$ cat config.mk
export PLATFORM = sky130hd
export DESIGN_NAME = byte_bus_master_flat
export DESIGN_NICKNAME = d
export VERILOG_FILES = /design/src/rtl/byte_bus_master_if.sv /design/src/rtl/byte_bus_master.sv /design/src/flat_wrapper.sv
export SDC_FILE = /design/constraint.sdc
export NUM_CORES = 1
export LEC_CHECK = 0
export BUFFER_PORTS_ARGS = -buffer_cell sky130_fd_sc_hd__buf_4
export CORE_ASPECT_RATIO = 0.5
export CORE_UTILIZATION = 57
export CTS_CLUSTER_DIAMETER = 60
export DETAILED_ROUTE_END_ITERATION = 16
export MAX_ROUTING_LAYER = met4
export PLACE_DENSITY = 0.89
export SLEW_MARGIN = 25
export SYNTH_ARGS = -nofsm -noshare
export SYNTH_HDL_FRONTEND = slang
export SYNTH_SLANG_ARGS = --single-unit
$ cat constraint.sdc
create_clock -name clk -period 4.25 [get_ports clk]
set_input_delay 0.85 -clock clk [delete_from_list [all_inputs] [get_ports clk]]
set_output_delay 0.85 -clock clk [all_outputs]
set_load 0.1 [all_outputs]
$ cat src/rtl/byte_bus_master_if.sv
// Byte-wide memory/peripheral bus shared by the master and its responders
// (readmem/writemem strobes, address, split data, memDataReady handshake).
interface byte_bus_master_if #(
  parameter int ADDR_W = 32,
  parameter int DATA_W = 8
);
  logic              readmem;
  logic              writemem;
  logic [ADDR_W-1:0] addressBus;
  logic [DATA_W-1:0] dataBusOut;
  logic [DATA_W-1:0] dataBusIn;
  logic              memDataReady;

  modport master (
    output readmem, writemem, addressBus, dataBusOut,
    input  dataBusIn, memDataReady
  );

  modport slave (
    input  readmem, writemem, addressBus, dataBusOut,
    output dataBusIn, memDataReady
  );
endinterface

$ cat src/rtl/byte_bus_master.sv
// Splits CPU byte/half/word loads and stores into sequential 8-bit bus beats
// and reassembles read data little-endian. Optional macro: BUS_TIMEOUT_EN.
module byte_bus_master #(
  parameter int ADDR_W         = 32,
  parameter int DATA_W         = 8,
  parameter int TIMEOUT_CYCLES = 16
) (
  input  logic              clk,
  input  logic              rst,
  input  logic              req_read,
  input  logic              req_write,
  input  logic [1:0]        req_size,
  input  logic [ADDR_W-1:0] req_addr,
  input  logic [31:0]       req_wdata,
  output logic              busy,
  output logic              done,
  output logic [31:0]       rdata,
  output logic              bus_err,
  byte_bus_master_if.master bus
);

  typedef enum logic [1:0] {IDLE, ACCESS, DONE} state_t;

  state_t            state, state_next;
  logic [ADDR_W-1:0] base_addr;
  logic [31:0]       wdata_q;
  logic [31:0]       shadow;
  logic [31:0]       assembled;
  logic [1:0]        beat;
  logic [1:0]        last_beat;
  logic [1:0]        size_last;
  logic              op_write;
  logic              start;
  logic              beat_accept;
  logic              timeout;

  always_ff @(posedge clk) begin
    if (rst) state <= IDLE;
    else     state <= state_next;
  end

  // Write wins when both request lines are high in IDLE.
  always_comb begin
    state_next   = state;
    start        = 1'b0;
    beat_accept  = 1'b0;
    busy         = 1'b0;
    done         = 1'b0;
    bus.readmem  = 1'b0;
    bus.writemem = 1'b0;
    unique case (state)
      IDLE: begin
        if (req_write || req_read) begin
          start      = 1'b1;
          state_next = ACCESS;
        end
      end
      ACCESS: begin
        busy         = 1'b1;
        bus.readmem  = ~op_write;
        bus.writemem = op_write;
        beat_accept  = bus.memDataReady;
        if ((beat_accept && beat == last_beat) || timeout) state_next = DONE;
      end
      DONE: begin
        done       = 1'b1;
        state_next = IDLE;
      end
      default: state_next = IDLE;
    endcase
  end

  always_comb begin
    unique case (req_size)
      2'b00:   size_last = 2'd0;
      2'b01:   size_last = 2'd1;
      default: size_last = 2'd3;
    endcase
  end

  assign assembled      = shadow | (32'(bus.dataBusIn) << {beat, 3'b000});
  assign bus.addressBus = base_addr + ADDR_W'(beat);
  assign bus.dataBusOut = DATA_W'(wdata_q >> {beat, 3'b000});

  // rdata is loaded on the final accepted read beat so it is valid alongside done.
  always_ff @(posedge clk) begin
    if (rst) begin
      base_addr <= '0;
      wdata_q   <= '0;
      shadow    <= '0;
      rdata     <= '0;
      beat      <= '0;
      last_beat <= '0;
      op_write  <= 1'b0;
    end else if (start) begin
      base_addr <= req_addr;
      wdata_q   <= req_wdata;
      shadow    <= '0;
      beat      <= '0;
      last_beat <= size_last;
      op_write  <= req_write;
    end else if (beat_accept) begin
      beat <= (beat == last_beat) ? 2'd0 : beat + 2'd1;
      if (!op_write) begin
        shadow <= assembled;
        if (beat == last_beat) rdata <= assembled;
      end
    end
  end

`ifdef BUS_TIMEOUT_EN
  localparam int WAIT_W = $clog2(TIMEOUT_CYCLES + 1);

  logic [WAIT_W-1:0] wait_cnt;
  logic              err_q;

  assign timeout = (state == ACCESS) && !bus.memDataReady &&
                   (wait_cnt == WAIT_W'(TIMEOUT_CYCLES - 1));
  assign bus_err = (state == DONE) && err_q;

  // Wait counter restarts on every accepted beat and outside ACCESS.
  always_ff @(posedge clk) begin
    if (rst) begin
      wait_cnt <= '0;
      err_q    <= 1'b0;
    end else begin
      if (state != ACCESS || bus.memDataReady) wait_cnt <= '0;
      else                                     wait_cnt <= wait_cnt + 1'b1;
      if (start)        err_q <= 1'b0;
      else if (timeout) err_q <= 1'b1;
    end
  end
`else
  logic unused_timeout_cfg;

  assign unused_timeout_cfg = ^32'(TIMEOUT_CYCLES);
  assign timeout            = 1'b0;
  assign bus_err            = 1'b0;
`endif

endmodule

$ cat src/flat_wrapper.sv
// flat-port wrapper written by rule: the top's interface ports become plain ports
module byte_bus_master_flat 
#(
  parameter int ADDR_W         = 32,
  parameter int DATA_W         = 8,
  parameter int TIMEOUT_CYCLES = 16
)
  (clk, rst, req_read, req_write, req_size, req_addr, req_wdata, busy, done, rdata, bus_err, bus_readmem, bus_writemem, bus_addressBus, bus_dataBusOut, bus_dataBusIn, bus_memDataReady);
  byte_bus_master_if #(.ADDR_W(ADDR_W), .DATA_W(DATA_W)) bus_i ();
  input  logic clk;
  input  logic rst;
  input  logic req_read;
  input  logic req_write;
  input  logic [1:0] req_size;
  input  logic [ADDR_W-1:0] req_addr;
  input  logic [31:0] req_wdata;
  output logic busy;
  output logic done;
  output logic [31:0] rdata;
  output logic bus_err;
  output wire logic [$bits(bus_i.readmem)-1:0] bus_readmem;
  output wire logic [$bits(bus_i.writemem)-1:0] bus_writemem;
  output wire logic [$bits(bus_i.addressBus)-1:0] bus_addressBus;
  output wire logic [$bits(bus_i.dataBusOut)-1:0] bus_dataBusOut;
  input wire logic [$bits(bus_i.dataBusIn)-1:0] bus_dataBusIn;
  input wire logic [$bits(bus_i.memDataReady)-1:0] bus_memDataReady;
  assign bus_readmem = bus_i.readmem;
  assign bus_writemem = bus_i.writemem;
  assign bus_addressBus = bus_i.addressBus;
  assign bus_dataBusOut = bus_i.dataBusOut;
  assign bus_i.dataBusIn = bus_dataBusIn;
  assign bus_i.memDataReady = bus_memDataReady;
  byte_bus_master #(.ADDR_W(ADDR_W), .DATA_W(DATA_W), .TIMEOUT_CYCLES(TIMEOUT_CYCLES)) u_core (.clk(clk), .rst(rst), .req_read(req_read), .req_write(req_write), .req_size(req_size), .req_addr(req_addr), .req_wdata(req_wdata), .busy(busy), .done(done), .rdata(rdata), .bus_err(bus_err), .bus(bus_i));
endmodule
======== Word-level counts from Yosys, hierarchy flattened ========
Cells that the tools add are included.
word-level totals
  word-level logic and storage cells ...... 41
  output and inout port bits .............. 77
  input port bits ......................... 79
  flip-flop bits (word level) ............. 135
operators by class
  add/subtract/negate cells ............... 2
  shift operators ......................... 2
  reductions and logical operators ........ 8
  bitwise operators ....................... 3
  eq/ne operators ......................... 6
  multiplexer cells ....................... 12
operator list
  operator             number
  $add 32x2->32        1
  $or 32x32->32        1
  $shl 8x5->32         1
  $shr 32x5->8         1
  $pmux 2 s2           2
  $mux 1               7
  $mux 2               3
  $eq 2x1->1 const B   2
  $logic_not 2->1      2
  $ne 2x1->1 const B   2
  $reduce_and 2->1     2
  $reduce_and 4->1     1
  $add 2x1->2 const B  1
  $eq 2x2->1           1
  $eq 2x2->1 const B   1
  $not 1->1            2
  $reduce_or 2->1      1
  $logic_and 1x1->1    1
  $logic_or 1x1->1     1

======== Logic depth before layout (Yosys ltp) ========
Gate-level depths: netlist of the first run.
  depth in word-level cells ............... 5
  gate-level depth with buffers ........... 7
  gate-level depth less buffers ........... 7

======== Worst setup path before layout of the first run ========
OpenSTA, ideal clock, no wires.
  path type ............................... register -> output
  start point ............................. reg u_core.beat[1]
  end point ............................... out bus_addressBus[24]
  buffers on the path ..................... 0
  cell stages (with the launch flop) ...... 7
  path slack .............................. 0.199 ns
  data required time ...................... 3.400 ns
  arrival ................................. 3.201 ns
  path through ............................ dfxtp_1 inv_1 fa_1 nand2b_1 nor4_4 nand4_1 xnor2_1
on the way
  cells in the longest elaborated chain, start to end .. 1
ends and longest elaborated chain
  element                   RTL line                text
  start: declaration        byte_bus_master.sv:29   logic [1:0] beat;
  start signal: assignment  byte_bus_master.sv:103  beat <= (beat == last_beat) ? 2'd0 : beat + 2'd1;
  $add 32x2->32             byte_bus_master.sv:82   assign bus.addressBus = base_addr + ADDR_W'(beat);
  end: declaration          flat_wrapper.sv:23      output wire logic [$bits(bus_i.addressBus)-1:0] bus_addressBus;
No other way between the ends.

======== Worst setup path after layout of the first run ========
  start point ............................. reg u_core.beat[0]
  end point ............................... out bus_addressBus[24]
Same word-level chain as after synthesis.

==> reports/qor.yml, run 1 <==
status:
  status: "complete, no violations"
clocking:
  clk_pin_slew_worst_paths_ps: 60
  ctsHtreeMaxLevel: 4
  postCtsResizedCells: 0
  cts_tree: "done"
  ctsHoldBuffers: 0
  root_buffer: "clkbuf_16"
  cts_buffer_depth: 2
  cts_buffers: 17
  cts_num_sinks: 135
  insertion_delay_ps: 410
  post_cts_buffers: 0
die:
  coreArea_um2: 9728
  die_w_um: 145.8
  initial_core_util_pct: 60.60
  die_h_um: 73.92
  die_area_um2: 10780
  io_pins: 156
  core.rowCount: 25
worst_setup_path:
  cp-start-kind: "flip-flop"
  worstPathMaxFanout: 8
  worstPathArrival_ps: 2740
  cp.required_ps: 3400
  end_kind: "output port"
  crit_type: "flip-flop to output port"
power:
  swShare_pct: 34.97
  clkPwrFrac_pct: 37.6
  leakage_uw: 0.002997
  total_power_uw: 3665
  seqPwrFrac_pct: 38.5
  internal-power_uw: 2384
  vdd_drop_max_mv: 0.3389
  powerDensity_nw_per_um2: 485.8
  power_frac_comb_pct: 23.9
  power.switching_uw: 1282
placed_design:
  dp_hpwl_um: 9628
  dpl_worst_slack_ps: 1075
  place.gp.congestion: 0.8350
  port_buffers: 154
routing:
  ant_nets: 0
  drt_wl_total_um: 14480
  num_vias: 5255
  drt-met1-wl_um: 6126
  top_layer: "met4"
  dr_wl_met3_um: 940
  drc: 0
  drt_iter0_markers: 420
  met2WireLength_um: 7103
  wl_per_cell_um: 15.17
  dr.pass1.iters: 5
  viasPerCell: 5.503
cells_and_area:
  drive_gt1_share_pct: 31.59
  fill_cells: 663
  area_growth_pct: 27.97
  diodes: 0
  fin_util_pct: 77.56
  nets: 889
global_route:
  grt_pass1_vias: 4889
  grt_max_degree: 102
  grt_antenna_before_repair: 0
  grt.total_usage_pct: 27.93
  grt_first_pass_wirelength_um: 22900
  overflow: 0
sta:
  final_hold_viol_count: 0
  period_share_pct: 84.38
  rsz0062_at_grt: "false"
  skew_ps: 8.158
  fmax_mhz: 278.9
  max_slew_margin_pct: 31.63
  setup_ws_ps: 664.0
  drv_slew: 0
  timing.final.crit_period_ps: 3586
  setup_tns_ps: 0
  setup_viol_count_final: 0
  max_slew.worst_pin.slew_ps: 1018
yosys:
  async_flop_share_pct: 0
  synth_nets: 763
  synth-seq-area-share_pct: 45.84
  synthCells: 681
  synthDistinctLibCells: 45
  synth-edff-count: 0
  netlist_area_um2: 5896
  dominantRegCellSynth: "dfxtp_1"
  avgSynthCellArea_um2: 8.657
  ys_ff_latch: 135
  yosysWarnings: 0
run:
  cap_violations: 0
worst_hold_path:
  hold_class: "flip-flop to flip-flop"
-- synthesized netlist by cell type (2+ instances only) --
library cell / count / share of area, %
buf_1: 2 / 0.13
nor2_1: 59 / 3.8
a21oi_1: 134 / 11
nor2b_1: 5 / 0.53
nand4_2: 3 / 0.64
a211oi_1: 2 / 0.25
nand2b_1: 2 / 0.21
xnor2_1: 25 / 3.7
and3_1: 4 / 0.42
buf_6: 3 / 0.57
mux4_2: 8 / 3.1
nor2_2: 19 / 2.0
a211oi_2: 30 / 6.4
ha_1: 2 / 0.42
nand3_1: 5 / 0.42
dfxtp_1: 135 / 46
and2_1: 2 / 0.21
xor2_1: 6 / 0.89
nand2_1: 145 / 9.2
nor3_1: 6 / 0.51
nand4_1: 13 / 1.4
clkbuf_1: 16 / 1.0
buf_4: 12 / 1.5
buf_2: 18 / 1.5
inv_1: 5 / 0.32
-- state kept, by name, indices dropped and copies added, names as in the netlist --
signal	cells
u_core.base_addr	32
u_core.beat	2
u_core.last_beat	2
u_core.op_write	1
u_core.rdata	32
u_core.shadow	32
u_core.state	2
u_core.wdata_q	32
-- path summary, 6_finish.rpt --
path / startpoint / end / cells after the start / slack [ps]
worst max-delay path: u_core.beat[0] / bus_addressBus[24] / 8 / 660
worst min-delay path: u_core.wdata_q[13] / u_core.wdata_q[13] / 2 / 450
worst max register to register: u_core.beat[1] / u_core.rdata[25] / 6 / 1930
worst min register to register: u_core.wdata_q[13] / u_core.wdata_q[13] / 2 / 450
-- per-stage QoR --
step | hold WS, ps | instances | cell area, um2
floorplan | 433.1 | 681 | 5896
global placement | 438.7 | 923 | 6975
detailed placement | 446.7 | 923 | 6987
CTS | 454.5 | 955 | 7545
global route | 475.9 | 955 | 7545
finish | 453.8 | 955 | 7545
-- metal layers --
metal	vias up	GRT usage [%]
met2	207	46.36
met4	0	12.75
met3	29	6.335
met5	-	-
met1	2463	33.00
li1	2556	-
-- kinds of logic (layout without fill, tap and decap cells) --
group | Yosys count | after routing | share of synthesized area [%]
buffers and inverters | 58 | 197 | 5.688
multiplexers | 8 | 8 | 3.056
AND/OR/NAND/NOR | 274 | 274 | 21.29
XOR/XNOR | 32 | 32 | 4.881
other | 1 | 1 | 0.06361
adder cells (fa/ha/maj) | 3 | 3 | 0.7640
AO/OA/AOI/OAI | 170 | 170 | 18.42
flip-flops | 135 | 135 | 45.84
-- area by class of cell --
class	count	area, um2	area share [%]
clock inverters	13	125.1	1.658
clock buffers	19	432.9	5.738
multi-input cells	488	2879	38.16
well taps	135	168.9	2.239
repair buffers	160	1217	16.14
flip-flops and latches	135	2703	35.82
inverters	5	18.77	0.2488
-- power groups by stage --
stage / clock network [uW] / logic (uW) / registers, uW
final: 1380 / 876 / 1410
after detailed placement: 0 / 873 / 1440
after floorplan: 0 / 543 / 1570
after global routing: 1450 / 919 / 1420
after CTS: 1390 / 877 / 1410
after global placement: 0 / 861 / 1430
-- cell usage in the layout (no fill, tap or decap), types with 3 or more instances in the layout --
cell,n
nand4_2,3
dfxtp_1,135
clkinvlp_4,4
and3_1,4
nor3_1,5
nor2b_1,5
clkbuf_16,17
a21oi_1,134
nor2_2,19
nand3_1,5
buf_4,158
xor2_1,6
xnor2_1,25
nor2_1,59
clkinv_4,3
mux4_2,8
nand4_1,13
inv_1,5
a211oi_2,30
nand2_1,145
-- worst max-delay path: stages, from the launching register on --
cell and delay (ps):
dfxtp_1 330, ha_1 170, inv_1 60, fa_1 460, nand2b_1 220, nor4_4 390, nand4_1 190, xnor2_1 180
buf_4 310
Power figures use the tool's default switching activity.
==> inputs of run 2 (changes only) <==
--- a/config.mk
+++ b/config.mk
@@ -7,11 +7,11 @@
 export LEC_CHECK = 0
 export BUFFER_PORTS_ARGS = -buffer_cell sky130_fd_sc_hd__buf_4
 export CORE_ASPECT_RATIO = 0.5
-export CORE_UTILIZATION = 57
+export CORE_UTILIZATION = 53
 export CTS_CLUSTER_DIAMETER = 60
 export DETAILED_ROUTE_END_ITERATION = 16
 export MAX_ROUTING_LAYER = met4
-export PLACE_DENSITY = 0.89
+export PLACE_DENSITY = 0.84
 export SLEW_MARGIN = 25
 export SYNTH_ARGS = -nofsm -noshare
 export SYNTH_HDL_FRONTEND = slang
==> constraint.sdc (replaced) <==
create_clock -name clk -period 3.7 [get_ports clk]
set_input_delay 0.74 -clock clk [delete_from_list [all_inputs] [get_ports clk]]
set_output_delay 0.74 -clock clk [all_outputs]
set_load 0.1 [all_outputs]
==> run 2 against run 1 <==
Compared with the run above: critical path depth is the same; clock skew grew 8.3 ps; design area grew 2.4%; worst setup slack lost 520 ps; critical path type unchanged; wire length grew 1.0%; sequential power grew 15%; cell count grew 1.0%; die area grew 7.4%; register-to-register slack lost 450 ps; core utilization shrank 4.0 points; worst hold slack is essentially flat; largest cell class unchanged; non-clock buffer count grew 5.
==> reports/qor.yml, run 2 (same netlist as run 1, synthesis figures left out) <==
worst_setup_path:
  crit_family: "simple AND/OR/NAND/NOR gates"
  cpPeakStageDelay_ps: 540
  cp.depth: 8
  worstPathMaxFanout: 9
  crit_chain: "inv_1 > fa_1 > nand2b_1 > nor4_4 > buf_4 > nand4_1 > xnor2_2 > buf_4"
  critPathLaunch: "u_core.beat[1]"
  crit_path_end: "bus_addressBus[26]"
  cp.required_ps: 2960
  r2r-start: "u_core.beat[0]"
  r2r-end: "u_core.shadow[10]"
  cp_slowest_cell: "fa_1"
  critPathMostFrequentCell: "buf_4"
  reg2regPathDepth: 5
  crit_type: "flip-flop to output port"
  worstPathBufferInverterCount: 3
  cp-start-kind: "flip-flop"
  worstPathArrival_ps: 2810
  reg2reg_slack_ps: 1480
  end_kind: "output port"
die:
  die_area_um2: 11580
  coreArea_um2: 10510
  io_pins: 156
  core.rowCount: 26
  initial_core_util_pct: 56.11
  die_w_um: 151.2
  die_h_um: 76.58
sta:
  setup_viol_count_final: 0
  skew_ps: 16.51
  max_slew.worst_pin.slew_ps: 896.3
  timing.final.crit_period_ps: 3553
  fin_hold_ws_ps: 453.8
  fmax_mhz: 281.4
  period_share_pct: 96.03
  drv_slew: 0
  max_slew_margin_pct: 40.25
  final_hold_viol_count: 0
worst_hold_path:
  hold_class: "flip-flop to flip-flop"
routing:
  ant_nets: 0
  drc: 0
  drt_wl_total_um: 14640
  wl_per_cell_um: 15.17
  num_vias: 5192
  dr.pass1.iters: 5
  drt_iter0_markers: 271
  viasPerCell: 5.380
cells_and_area:
  mostFrequentLayoutCells: "164 x buf_4, 145 x nand2_1, 134 x a21oi_1, 134 x dfxtp_1, 59 x nor2_1"
  final_cell_area_um2: 7727
  drive_gt1_share_pct: 33.45
  nets: 894
  seqCellArea_um2: 2704
  diodes: 0
  final_common_cell: "buf_4"
  multi_input_area_um2: 2949
  fill_cells: 776
  area_growth_pct: 31.07
global_route:
  overflow: 0
  grt_first_pass_wirelength_um: 23870
  grt.total_usage_pct: 27.13
  grt_pass1_vias: 4972
  grt_antenna_before_repair: 0
  grt_max_degree: 68
clocking:
  root_buffer: "clkbuf_16"
  ctsHtreeMaxLevel: 4
  cts_buffers: 17
  insertion_delay_ps: 420
  clk_pin_slew_worst_paths_ps: 60
  ctsHoldBuffers: 0
  cts_buffer_depth: 2
  cts_tree: "done"
  cts_num_sinks: 135
power:
  vdd_drop_max_mv: 0.3041
  powerDensity_nw_per_um2: 577.1
  leakage_uw: 0.003131
status:
  status: "complete, no violations"
placed_design:
  placed_cell_area_um2: 7072
  dp_hpwl_um: 9693
  place.gp.congestion: 0.8486
  port_buffers: 154
run:
  cap_violations: 0
==> run 2: changes by cell type in the layout (fill, tap and decap cells not counted), moves of 2 or more <==
cell        before  now
xnor2_1         25   17
xnor2_2          1    9
buf_4          158  164
bufinv_16        1    4
clkbuf_1         2    0
clkinvlp_4       4    2
inv_6            2    4
==> run 2: tightest hold or removal path, delay by kind of cell, from the launching register on <==
family             cells  cell delay [ps]
and+or+nand+nor        1               50
AOI/OAI and AO/OA      1               50
DFF                    1              310
==> run 2: repair_timing <==
action / CTS / global route
gates resized for setup: 0 / 2
setup endpoints to repair: 0 / 8
setup buffers: 0 / 1
==> run 2: final cells by class <==
type | instances | share of cell area, %
Tap cell | 140 | 2.267
Clock inverter | 15 | 2.753
Clock buffer | 17 | 5.505
Timing Repair Buffer | 165 | 16.08
Multi-Input combinational cell | 488 | 38.16
Inverter | 5 | 0.2429
Sequential cell | 135 | 34.99
==> run 2: metrics by stage <==
stage / instances / power [uW] / setup TNS (ps) / util, % / setup WS [ps]
global route: 965 / 4608 / -3.078 / 73.54 / -3.078
floorplan: 681 / 2437 / -45.48 / - / -45.48
global placement: 932 / 2646 / 0 / 67.25 / 484.7
finish: 965 / 4459 / 0 / 73.54 / 146.9
CTS: 964 / 4473 / 0 / 73.37 / 34.94
detailed placement: 932 / 2664 / 0 / 67.30 / 482.8
==> run 2: per-layer routing <==
layer | wire (um) | global-route usage, % | vias to the layer above
met1 | 6394 | 33.50 | 2448
met2 | 7340 | 44.27 | 155
met5 | 0 | - | -
met3 | 710 | 5.928 | 20
met4 | 190 | 8.300 | 0
li1 | - | - | 2569
==> run 2: worst min-delay path by stage <==
stage                            start            endpoint  slack (ps)  cells after the start
finish              u_core.wdata_q[15]  u_core.wdata_q[15]         450                      2
global route        u_core.wdata_q[26]  u_core.wdata_q[26]         470                      2
CTS                 u_core.wdata_q[18]  u_core.wdata_q[18]         450                      2
detailed placement  u_core.wdata_q[18]  u_core.wdata_q[18]         450                      2
global placement    u_core.wdata_q[22]  u_core.wdata_q[22]         440                      2
floorplan           u_core.wdata_q[16]  u_core.wdata_q[16]         430                      2
==> run 2: report_power, final <==
group	switching (uW)	internal [uW]
Combinational	745	267
Clock	681	1140
Sequential	77.3	1550
==> inputs of run 3 (changes only) <==
--- a/config.mk
+++ b/config.mk
@@ -12,6 +12,7 @@
 export DETAILED_ROUTE_END_ITERATION = 16
 export MAX_ROUTING_LAYER = met4
 export PLACE_DENSITY = 0.84
+export RECOVER_POWER = 25
 export SLEW_MARGIN = 25
 export SYNTH_ARGS = -nofsm -noshare
 export SYNTH_HDL_FRONTEND = slang
==> run 3 against run 2 <==
Compared with the run above: the run now ends with max-capacitance violations, max-slew violations left; sequential cell count unchanged; clock skew decreased by 2.7 ps; clock power about the same; cell count unchanged; global-route usage unchanged; first-iteration DRC count increased by 10%; clock-buffer cell count unchanged; die area unchanged; maximum frequency increased by 0.23%; register-to-register slack got worse by 870 ps; critical endpoint unchanged.
==> reports/qor.yml, run 3 (same netlist as run 1, synthesis figures left out) <==
die:
  initial_core_util_pct: 56.11
  io_pins: 156
  die_h_um: 76.58
  core.rowCount: 26
  die_w_um: 151.2
  die_area_um2: 11580
  coreArea_um2: 10510
cells_and_area:
  diodes: 0
  final_common_cell: "nand2_1"
  mostFrequentLayoutCells: "145 x nand2_1, 134 x a21oi_1, 134 x dfxtp_1, 129 x buf_4, 59 x nor2_1"
  drive_gt1_share_pct: 28.24
  nets: 894
  area_growth_pct: 28.18
clocking:
  cts_buffers: 17
  root_buffer: "clkbuf_16"
  insertion_delay_ps: 420
  cts_tree: "done"
  clk_pin_slew_worst_paths_ps: 60
  cts_buffer_depth: 2
  ctsHtreeMaxLevel: 4
  cts_num_sinks: 135
worst_hold_path:
  holdPathStages: 2
  hold_class: "flip-flop to flip-flop"
  hold_end: "u_core.wdata_q[18]"
  min_from: "u_core.wdata_q[18]"
sta:
  drv_slew: 88
  skew_ps: 13.80
  setup_ws_ps: 155.1
  timing.final.crit_period_ps: 3545
  setup_viol_count_final: 0
  max_slew_margin_pct: -21.75
  period_share_pct: 95.81
  max_slew.worst_pin.slew_ps: 1826
  setup_tns_ps: 0
  fin_hold_ws_ps: 454.3
  rsz0062_at_grt: "false"
  fmax_mhz: 282.1
  final_hold_viol_count: 0
routing:
  ant_nets: 0
  viasPerCell: 5.370
  wl_per_cell_um: 15.18
  drt_wl_total_um: 14650
  num_vias: 5182
  dr.pass1.iters: 5
  drc: 0
  drt_iter0_markers: 298
global_route:
  grt_first_pass_wirelength_um: 23870
  grt_max_degree: 68
  overflow: 0
  grt.total_usage_pct: 27.13
  grt_antenna_before_repair: 0
  grt_pass1_vias: 4972
worst_setup_path:
  cp-start-kind: "flip-flop"
  crit_chain: "ha_1 > inv_1 > fa_1 > nand2b_1 > nor4_4 > buf_4 > nand4_1 > xnor2_2 > buf_4"
  cpPeakStageDelay_ps: 470
  cp_slowest_cell: "fa_1"
  r2r-end: "u_core.rdata[23]"
  crit_family: "simple AND/OR/NAND/NOR gates"
  worstPathBufferInverterCount: 3
  worstPathMaxFanout: 8
  crit_type: "flip-flop to output port"
  worstPathArrival_ps: 2800
  r2r-start: "u_core.beat[0]"
  reg2regPathDepth: 6
  critPathLaunch: "u_core.base_addr[0]"
  critPathMostFrequentCell: "buf_4"
  cp.required_ps: 2960
  end_kind: "output port"
  reg2reg_slack_ps: 610
power:
  total_power_uw: 4429
  vdd_drop_max_mv: 0.3021
  leakage_uw: 0.002980
  powerDensity_nw_per_um2: 586.1
status:
  status: "finished, violations left"
  violations: "max-capacitance violations, max-slew violations"
placed_design:
  port_buffers: 154
  place.gp.congestion: 0.8486
  dpl_worst_slack_ps: 482.8
  dp_hpwl_um: 9693
run:
  cap_violations: 2
==> run 3: cell types whose count changed in the layout (fill, tap and decap cells not counted), moves of 5 or more <==
cell,delta
a211oi_1,+5
a211oi_2,-5
buf_4,-35
clkbuf_1,+34
==> run 3: routing by layer <==
layer  routed length (um)  part of all wire, %  global-route usage [%]
met3                  737                  5.0                   5.928
met1                 6456                   44                   33.50
met5                    0                    0                       -
met4                  184                  1.3                   8.300
met2                 7268                   50                   44.27
==> run 3: worst max path at each step <==
stage	slack [ps]	end	depth (start not counted)
final	160	bus_addressBus[26]	9
after CTS	30	bus_addressBus[24]	7
after floorplan	-50	bus_addressBus[10]	4
after global routing	7	bus_addressBus[26]	8
after detailed placement	480	bus_addressBus[24]	7
after global placement	480	bus_addressBus[13]	6
==> run 3: stage by stage <==
stage	instance area [um2]	std cells	utilization, %
after global routing	7557	965	71.92
final	7557	965	71.92
after global placement	7067	932	67.25
after detailed placement	7072	932	67.30
after CTS	7710	964	73.37
after floorplan	5963	681	-
==> run 3: worst register-to-register path, cell delays in order (launching register included) <==
cell and delay (ps):
dfxtp_1 330, clkbuf_1 820, xnor2_1 280, and3b_1 810, buf_4 450, nor2_1 90, a211oi_2 210
==> run 3: area by class of cell <==
type                            count  area [um2]
Fill cell                         832        2950
Multi-Input combinational cell    488        2909
Sequential cell                   135        2704
Timing Repair Buffer              165        1112
Clock buffer                       17       425.4
Clock inverter                     15       212.7
Tap cell                          140       175.2
Inverter                            5       18.77
==> run 3: where the power goes <==
group	internal (uW)	switching [uW]	total, uW
combinational	245	743	988
sequential	1550	76.6	1620
clock	1140	676	1820
==> run 3: what timing repair did <==
action                                  4_1_cts  5_1_grt
resized for setup                             0        2
buffers inserted                              0        1
endpoints found under the setup margin        0        8
hold buffers                                  0        0
